<file path="src/rtl/shift_sequencer.sv">
// shift_fifo: first-word-fall-through result buffer for the shift sequencer.
// Latency: a pushed entry appears at the head the cycle after the push edge.
// Backpressure: caller must not push when full; pop of an empty FIFO is ignored.
module shift_fifo #(
   parameter int W     = 9,
   parameter int DEPTH = 2
) (
   input  logic         clk,
   input  logic         rst,
   input  logic         push,
   input  logic [W-1:0] push_dat,
   input  logic         pop,
   output logic         head_vld,
   output logic [W-1:0] head_dat,
   output logic         full
);

   localparam int PTR_W = (DEPTH > 1) ? $clog2(DEPTH) : 1;
   localparam int CNT_W = $clog2(DEPTH + 1);
   localparam logic [PTR_W-1:0] LAST_PTR  = PTR_W'(DEPTH - 1);
   localparam logic [CNT_W-1:0] DEPTH_CNT = CNT_W'(DEPTH);

   logic [W-1:0]     mem_q [DEPTH];
   logic [W-1:0]     mem_d [DEPTH];
   logic [PTR_W-1:0] wr_ptr_q, wr_ptr_d;
   logic [PTR_W-1:0] rd_ptr_q, rd_ptr_d;
   logic [CNT_W-1:0] count_q, count_d;
   logic             do_pop;

   // Head is taken straight from storage; zero when empty so idle outputs are quiet.
   always_comb begin
      head_vld = (count_q != '0);
      head_dat = head_vld ? mem_q[rd_ptr_q] : '0;
      full     = (count_q == DEPTH_CNT);
      do_pop   = pop && head_vld;
   end

   // Next-state for storage, pointers and occupancy.
   always_comb begin
      mem_d    = mem_q;
      wr_ptr_d = wr_ptr_q;
      rd_ptr_d = rd_ptr_q;
      count_d  = count_q;
      if (push) begin
         mem_d[wr_ptr_q] = push_dat;
         wr_ptr_d        = (wr_ptr_q == LAST_PTR) ? '0 : wr_ptr_q + 1'b1;
      end
      if (do_pop) begin
         rd_ptr_d = (rd_ptr_q == LAST_PTR) ? '0 : rd_ptr_q + 1'b1;
      end
      case ({push, do_pop})
         2'b10:   count_d = count_q + 1'b1;
         2'b01:   count_d = count_q - 1'b1;
         default: count_d = count_q;
      endcase
   end

   // Registered FIFO state; reset drops every entry.
   always_ff @(posedge clk) begin
      if (rst) begin
         for (int i = 0; i < DEPTH; i++) mem_q[i] <= '0;
         wr_ptr_q <= '0;
         rd_ptr_q <= '0;
         count_q  <= '0;
      end else begin
         for (int i = 0; i < DEPTH; i++) mem_q[i] <= mem_d[i];
         wr_ptr_q <= wr_ptr_d;
         rd_ptr_q <= rd_ptr_d;
         count_q  <= count_d;
      end
   end

endmodule

// shift_sequencer: drives the shared 3-bit right shifters over several passes per command.
// Latency: k = max(1, ceil(amt/7)) SHIFT cycles after acceptance, result visible one cycle later.
// Backpressure: in_ready only in IDLE with a free FIFO slot reserved; out_* held until popped.
module shift_sequencer #(
   parameter int AMT_W     = 4,
   parameter int OUT_DEPTH = 2
) (
   input  logic             clk,
   input  logic             rst,
   input  logic             in_valid,
   output logic             in_ready,
   input  logic [7:0]       in_data,
   input  logic [AMT_W-1:0] in_amt,
   input  logic [1:0]       in_op,
   output logic [7:0]       sh_in,
   output logic [2:0]       sh_b,
   input  logic [7:0]       rot_res,
   input  logic [7:0]       lsh_res,
   input  logic [7:0]       ash_res,
   output logic             out_valid,
   input  logic             out_ready,
   output logic [7:0]       out_data,
   output logic             out_err
);

   typedef enum logic {
      IDLE  = 1'b0,
      SHIFT = 1'b1
   } state_t;

   localparam logic [1:0] OP_ROT = 2'b00;
   localparam logic [1:0] OP_LSH = 2'b01;
   localparam logic [1:0] OP_ASH = 2'b10;
   localparam logic [1:0] OP_RSV = 2'b11;

   state_t           state_q, state_d;
   logic [7:0]       work_q, work_d;
   logic [AMT_W-1:0] rem_q, rem_d;
   logic [1:0]       op_q, op_d;

   logic [2:0]       step;
   logic [AMT_W-1:0] rem_next;
   logic [7:0]       sel;
   logic             accept;
   logic             push;
   logic [8:0]       push_dat;
   logic             fifo_full;
   logic             fifo_vld;
   logic [8:0]       fifo_head;

   // Per-pass amount, remaining amount after the pass, and the shifter result for the latched op.
   always_comb begin
      step     = (rem_q > AMT_W'(7)) ? 3'd7 : rem_q[2:0];
      rem_next = rem_q - AMT_W'(step);
      case (op_q)
         OP_ROT:  sel = rot_res;
         OP_LSH:  sel = lsh_res;
         OP_ASH:  sel = ash_res;
         default: sel = work_q;
      endcase
   end

   // Handshake and shifter drive; the reserved op passes through without shifting, so b stays 0.
   always_comb begin
      in_ready = (state_q == IDLE) && !fifo_full && !rst;
      accept   = in_valid && in_ready;
      sh_in    = work_q;
      sh_b     = ((state_q == SHIFT) && (op_q != OP_RSV)) ? step : 3'd0;
   end

   // Next-state and push decision: one pass per SHIFT cycle, push on the final pass.
   always_comb begin
      state_d  = state_q;
      work_d   = work_q;
      rem_d    = rem_q;
      op_d     = op_q;
      push     = 1'b0;
      push_dat = '0;
      case (state_q)
         IDLE: begin
            if (accept) begin
               work_d  = in_data;
               rem_d   = in_amt;
               op_d    = in_op;
               state_d = SHIFT;
            end
         end
         SHIFT: begin
            if (op_q == OP_RSV) begin
               push     = 1'b1;
               push_dat = {work_q, 1'b1};
               rem_d    = '0;
               state_d  = IDLE;
            end else begin
               work_d = sel;
               rem_d  = rem_next;
               if (rem_next == '0) begin
                  push     = 1'b1;
                  push_dat = {sel, 1'b0};
                  state_d  = IDLE;
               end
            end
         end
         default: state_d = IDLE;
      endcase
   end

   // Sequencer registers; reset abandons any in-flight command.
   always_ff @(posedge clk) begin
      if (rst) begin
         state_q <= IDLE;
         work_q  <= '0;
         rem_q   <= '0;
         op_q    <= '0;
      end else begin
         state_q <= state_d;
         work_q  <= work_d;
         rem_q   <= rem_d;
         op_q    <= op_d;
      end
   end

   shift_fifo #(
      .W     (9),
      .DEPTH (OUT_DEPTH)
   ) u_out_fifo (
      .clk      (clk),
      .rst      (rst),
      .push     (push),
      .push_dat (push_dat),
      .pop      (out_ready),
      .head_vld (fifo_vld),
      .head_dat (fifo_head),
      .full     (fifo_full)
   );

   // Head entry is {result, err}.
   always_comb begin
      out_valid = fifo_vld;
      out_data  = fifo_head[8:1];
      out_err   = fifo_head[0];
   end

endmodule

</file>
<file path="config.mk">
export PLATFORM = sky130hd
export DESIGN_NAME = shift_sequencer
export DESIGN_NICKNAME = d
export VERILOG_FILES = /design/src/rtl/shift_sequencer.sv
export SDC_FILE = /design/constraint.sdc
export NUM_CORES = 1
export LEC_CHECK = 0
export ABC_CLOCK_PERIOD_IN_PS = 3700
export BUFFER_PORTS_ARGS = -buffer_cell sky130_fd_sc_hd__buf_4
export CORE_AREA = 5 5 69 71
export CTS_BUF_LIST = sky130_fd_sc_hd__clkbuf_8
export DETAILED_ROUTE_END_ITERATION = 7
export DIE_AREA = 0 0 74 76
export PLACE_DENSITY = 0.83
export SYNTH_ARGS = -nofsm -noshare
export SYNTH_HDL_FRONTEND = slang
export SYNTH_HIERARCHICAL = 1
export SYNTH_SLANG_ARGS = --single-unit
export TNS_END_PERCENT = 50
</file>
<file path="constraint.sdc">
create_clock -name clk -period 3.7 [get_ports clk]
set_clock_uncertainty 0.2 [all_clocks]
set_input_delay 0.555 -clock clk [delete_from_list [all_inputs] [get_ports clk]]
set_output_delay 0.555 -clock clk [all_outputs]
set_load 0.005 [all_outputs]
</file>
# After elaboration in Yosys (flattened, before gate mapping)
# Cells that the tools add are included.
# W data, S select, Z words.
[word_totals] input_bits=42 regBits=37 wordCells=73
[op_classes] magnitude_cmp=4 reduce_logical=14 addsub=5 n_eq_ne=9 muxes=29 bitwise_logic=3
[op_table] operator="$mux W9" count=8
[op_table] operator="$pmux W8 S3" count=1
[op_table] operator="$bwmux W18" count=1
[op_table] operator="$mux W8" count=2
[op_table] operator="$pmux W8 S2" count=1
[op_table] operator="$demux W9 S1" count=1
[op_table] operator="$eq A2 B2 Y1 const B" count=4
[op_table] operator="$mux W1" count=8
[op_table] operator="$mux W4" count=2
[op_table] operator="$pmux W4 S2" count=1
[op_table] operator="$logic_and A1 B1 Y1" count=6
[op_table] operator="$mux W3" count=2
[op_table] operator="$ne A2 B2 Y1 const B" count=3
[op_table] operator="$eq A2 B1 Y1 const B" count=2
[op_table] operator="$ge A2 B2 Y1 const B" count=2
[op_table] operator="$gt A4 B3 Y1 const B" count=1
[op_table] operator="$logic_not A4 Y1" count=1
[op_table] operator="$not A1 Y2" count=2
[op_table] operator="$pmux W2 S2" count=1
[op_table] operator="$reduce_and A2 Y1" count=2
[op_table] operator="$reduce_bool A2 Y1" count=2
[op_table] operator="$sub A4 B3 Y4" count=1
[op_table] operator="$add A1 B1 Y1 const B" count=2
[op_table] operator="$add A2 B1 Y2 const B" count=1
[op_table] operator="other kinds (6)" count=7

# Logic depth before layout (Yosys ltp)
[logic_depth] depth_word=9 mapped_depth=13 ltp_nobuf=11

# Hierarchy
# Netlist, hierarchy kept.
[modules_own_cells] mod="shift_sequencer" cells_each=133 n_inst=1 area_each_um2=1146.1
[modules_own_cells] mod="shift_fifo" cells_each=121 n_inst=1 area_each_um2=942.2

# Least setup slack after synthesis
# Ideal clock, no wire load.
[synth_path] path_type="register to register" start="reg rem_q[3]" end="reg u_out_fifo.count_q[1]" arrival_time_ps=2614 path_stages_with_launch=13 slack_ps=815 period_less_slack_ps=2885 path_cell_list="dfxtp_1 clkbuf_2 nand2b_1 ha_1 nand4bb_1 a31oi_1 a21oi_2 nor2b_1 buf_1 inv_1 ha_1 or3_1 a21oi_1"
[synth_via] elab_chain_cells=9
[synth_rtl] element="start, declared" line="112" rtl="logic [AMT_W-1:0] rem_q, rem_d;"
[synth_rtl] element="start signal, assigned" line="192" rtl="rem_q <= rem_d;"
[synth_rtl] element="$gt A4 B3 Y1" line="127" rtl="step = (rem_q > AMT_W'(7)) ? 3'd7 : rem_q[2:0];"
[synth_rtl] element="$mux W3" line="127"
[synth_rtl] element="$sub A4 B3 Y4 (*)" line="128" rtl="rem_next = rem_q - AMT_W'(step);"
[synth_rtl] element="$logic_not A4 Y1 (*)" line="171" rtl="if (rem_next == '0) begin"
[synth_rtl] element="$mux W1 (*)" line="171"
[synth_rtl] element="$mux W1 (*)" line="163" rtl="if (op_q == OP_RSV) begin"
[synth_rtl] element="$mux W1 (*)" line="153" rtl="case (state_q)"
[synth_rtl] element="named net push" line="119" rtl="logic push;"
[synth_rtl] element="$eq A2 B1 Y1 / $eq A2 B2 Y1 (equally long branches)" line="51" rtl="case ({push, do_pop})"
[synth_rtl] element="$pmux W2 S2 / $reduce_bool A2 Y1 (equally long branches)"
[synth_rtl] element="end signal, assigned" line="69" rtl="count_q <= count_d;"
[synth_rtl] element="end, declared" line="27" rtl="logic [CNT_W-1:0] count_q, count_d;"
# Mark *: on every way through the listed nets, which the timed path passes. The rest lies on a longest branch.
# A chain may end at the register's enable or synchronous reset.

# Worst setup path in the final report
# Ends and elaborated chain as after synthesis.

==> results.sh <==
export IMPL_clkSlewWorstSetupHoldPaths_ps=80
export IMPL_post_cts_repair_setup_buffers=0
export IMPL_grt_busiest_layer="met2"
export IMPL_timing_final_crit_share=0.7859
export IMPL_placed_cells_incl_taps=356
export IMPL_final_hold_slack_ps=257.7
export IMPL_synth_area_um2=2088
export IMPL_grt_total_usage=0.1887
export IMPL_finish_net_count=355
export IMPL_placement_cell_area_um2=2554
export IMPL_type_of_element_capturing_the_critical_path="flop"
export IMPL_timing_worst_slew_pin_value_ps=652.2
export IMPL_gp_congestion=0.8334
export IMPL_yosysSeqAreaShare=0.3547
export IMPL_cts_repair_resized=0
export IMPL_ios=64
export IMPL_setup_viol=0
export IMPL_design_area_um2=2669
export IMPL_detailroute_via_count=1985
export IMPL_tritoncts="built"
export IMPL_postRouteWirelength_mm=5.098
export IMPL_max_cap_viol_count=0
export IMPL_timing_setup_critical_path_class="reg -> reg"
export IMPL_critical_path_required_ps=3720
export IMPL_yosysMostFrequentCell="dfxtp_1"
export IMPL_ctsHoldBuffers=0
export IMPL_globalRouteMet2Util=0.2961
export IMPL_asyncSetResetFlopFracSynth=0
export IMPL_clock_power_share=0.283
export IMPL_worst_slew_margin_rel=0.5636
export IMPL_post_synth_edffs=0
export IMPL_comb_power_share=0.318
export IMPL_clk_latency_ps=290
export IMPL_std_cell_rows=24
export IMPL_tritoncts_num_buffers=5
export IMPL_synth_seq_cells=37
export IMPL_power_sequential_fraction=0.399
export IMPL_synth_common_cells="dfxtp_1 (37), nor2_1 (35), nand2_1 (34)"
export IMPL_final_cells=364
export IMPL_post_synth_main_area_contributors="dfxtp_1 (35%), mux2i_1 (12%), nor2_1 (6.3%)"
export IMPL_antenna_found_initial=0
export IMPL_setup_worst_path_start_class="flop"
export IMPL_count_of_different_cell_masters_after_synthesis=39
export IMPL_outcome="completed"
export IMPL_floorplan_die_area_um2=5624
export IMPL_power_leakage_nw=1.027
export IMPL_cell_internal_pwr_w=0.0008329
export IMPL_clock_path_buffers=2
export IMPL_remaining_overflow_grt=0
export IMPL_area_growth_syn_to_layout_pct=27.80
export IMPL_grt_start_max_net_pins=39
export IMPL_routedWlPerCell_um=14.01
export IMPL_hold_viol=0
export IMPL_buffer_ports_inserted=63
export IMPL_cts_root_buffer_cell="clkbuf_8"
export IMPL_dp_final_hpwl_mm=3.723
export IMPL_peakVddDrop_uv=283.9
export IMPL_syn_num_nets=298
export IMPL_synth_yosys_warnings=6
export IMPL_synthCells=254
export IMPL_viasPerCell=5.453
export IMPL_remaining_drc_errors=0
export IMPL_cts_h_tree_depth=2
export IMPL_power_switching_fraction=0.3318
export IMPL_hp_class="reg -> reg"
export IMPL_postRouteAntennaNets=0
export IMPL_drt_pass1_iter_count=4
export IMPL_area_share_of_the_leading_cell_type_in_the_synthesized_netlist=0.3547
export IMPL_power_density_nw_per_um2=467.1
export IMPL_coreArea_um2=4174
export IMPL_grt_pass1_wl_mm=8.459
export IMPL_finalCriticalPeriod_ps=2908
export IMPL_maximum_fanout_along_the_worst_path=13
export IMPL_worst_endpoint_arrival_ps=2930
export IMPL_fmax_mhz=343.9
export IMPL_die_w_um=74
export IMPL_predominant_post_synthesis_flop_cell="dfxtp_1"
export IMPL_synth_largest_area_cell="dfxtp_1"
export IMPL_synth_area_per_cell_um2=8.221
export IMPL_number_of_violations_reported_at_the_end_of_detailed_routing_iteration_0=131
export IMPL_first_global_vias=1836
export IMPL_drive_above_1_share=0.2660
export IMPL_netSwitchingPower_w=0.0004136
export IMPL_initial_core_utilization=0.5003
export IMPL_gr_usage_met1=0.2402
export IMPL_clock_sink_count=37
export IMPL_grt_setup_unrepaired="no"
export IMPL_die_y_um=76
export IMPL_setup_tns_ps=0
export IMPL_antenna_cells=0
export IMPL_met3_usage=0.04881
export IMPL_slew_violations=0
## cell usage in the layout, fill, tap and decap left out, types with 2 or more instances in the layout
cell type,Yosys,final
xnor2_1,2,2
xor2_1,2,2
inv_1,3,3
buf_4,2,66
and3_1,2,2
dfxtp_1,37,37
a21oi_1,22,22
nor2b_1,6,6
mux2i_1,26,26
nor3_1,2,2
ha_1,2,2
nor2_1,35,35
o22a_1,8,8
and2_1,2,2
a311oi_2,4,4
nand2b_1,15,15
a311oi_1,4,4
nand3_1,11,11
nor2_2,2,2
clkbuf_8,0,5
o21ai_0,4,4
a211oi_1,4,4
nand2_1,34,34
## layout make-up
cell class	instances	area [µm²]
well taps	52	65.06
multi-input cells	198	1241
inverters	3	11.26
flip-flops and latches	37	740.7
fillers	375	1505
clock buffers	5	68.82
repair buffers	66	495.5
clock inverters	3	46.29
## path summary, 6_finish.rpt
kind | from | endpoint | slack (ps) | depth (start not counted)
max | rem_q[3] | u_out_fifo/count_q[1] | 790 | 11
min | u_out_fifo/mem_q[5] | u_out_fifo/mem_q[5] | 260 | 2
max reg2reg | rem_q[3] | u_out_fifo/count_q[1] | 790 | 11
min reg2reg | u_out_fifo/mem_q[5] | u_out_fifo/mem_q[5] | 260 | 2
## layer usage
layer	part of all wire	wire length, µm
met5	0	0
met4	0.017	89
met3	0.071	362
met2	0.51	2610
met1	0.40	2036
## worst max-delay path: stages, from the launching register on
cell and delay [ps]:
dfxtp_1 470, nand2b_1 120, ha_1 260, nand4bb_1 200
a31oi_1 220, a21oi_2 120, nor2b_1 130, buf_4 190
inv_1 70, ha_1 320, or3_1 370, a21oi_1 150
## cell families (layout without fill, tap and decap cells)
| kind of cell | after synthesis | in the layout | synth area share |
|---|---|---|---|
| compound gates | 53 | 53 | 0.1846 |
| xor+xnor | 4 | 4 | 0.01678 |
| fa+ha+maj | 2 | 2 | 0.01198 |
| buf+inv | 19 | 77 | 0.05093 |
| flops | 37 | 37 | 0.3547 |
| mux | 26 | 26 | 0.1246 |
| simple gates | 113 | 113 | 0.2564 |
## flip-flops by register name (all words and copies together) (netlist names)
name,cells
sh_in,8
u_out_fifo/count_q,2
u_out_fifo/rd_ptr_q,1
rem_q,4
u_out_fifo/mem_q,18
u_out_fifo/wr_ptr_q,1
op_q,2
state_q,1
## through the flow
step / power (W) / setup WS [ps] / util
4_1_cts: 0.001256 / 817.2 / 0.6394
6_report: 0.001247 / 792.2 / 0.6394
5_1_grt: 0.001337 / 532.8 / 0.6394
3_5_place_dp: 0.0009033 / 835.3 / 0.6118
2_1_floorplan: 0.0007824 / 815.1 / -
3_3_place_gp: 0.0008930 / 946.8 / 0.6118
## power groups by stage
stage / Combinational [W] / Sequential (W) / Clock (W)
floorplan: 0.000305 / 0.000478 / 0
CTS: 0.000399 / 0.000497 / 0.000360
global placement: 0.000390 / 0.000503 / 0
detailed placement: 0.000397 / 0.000506 / 0
global route: 0.000445 / 0.000507 / 0.000385
finish: 0.000396 / 0.000497 / 0.000353
Power figures use the tool's default switching activity.
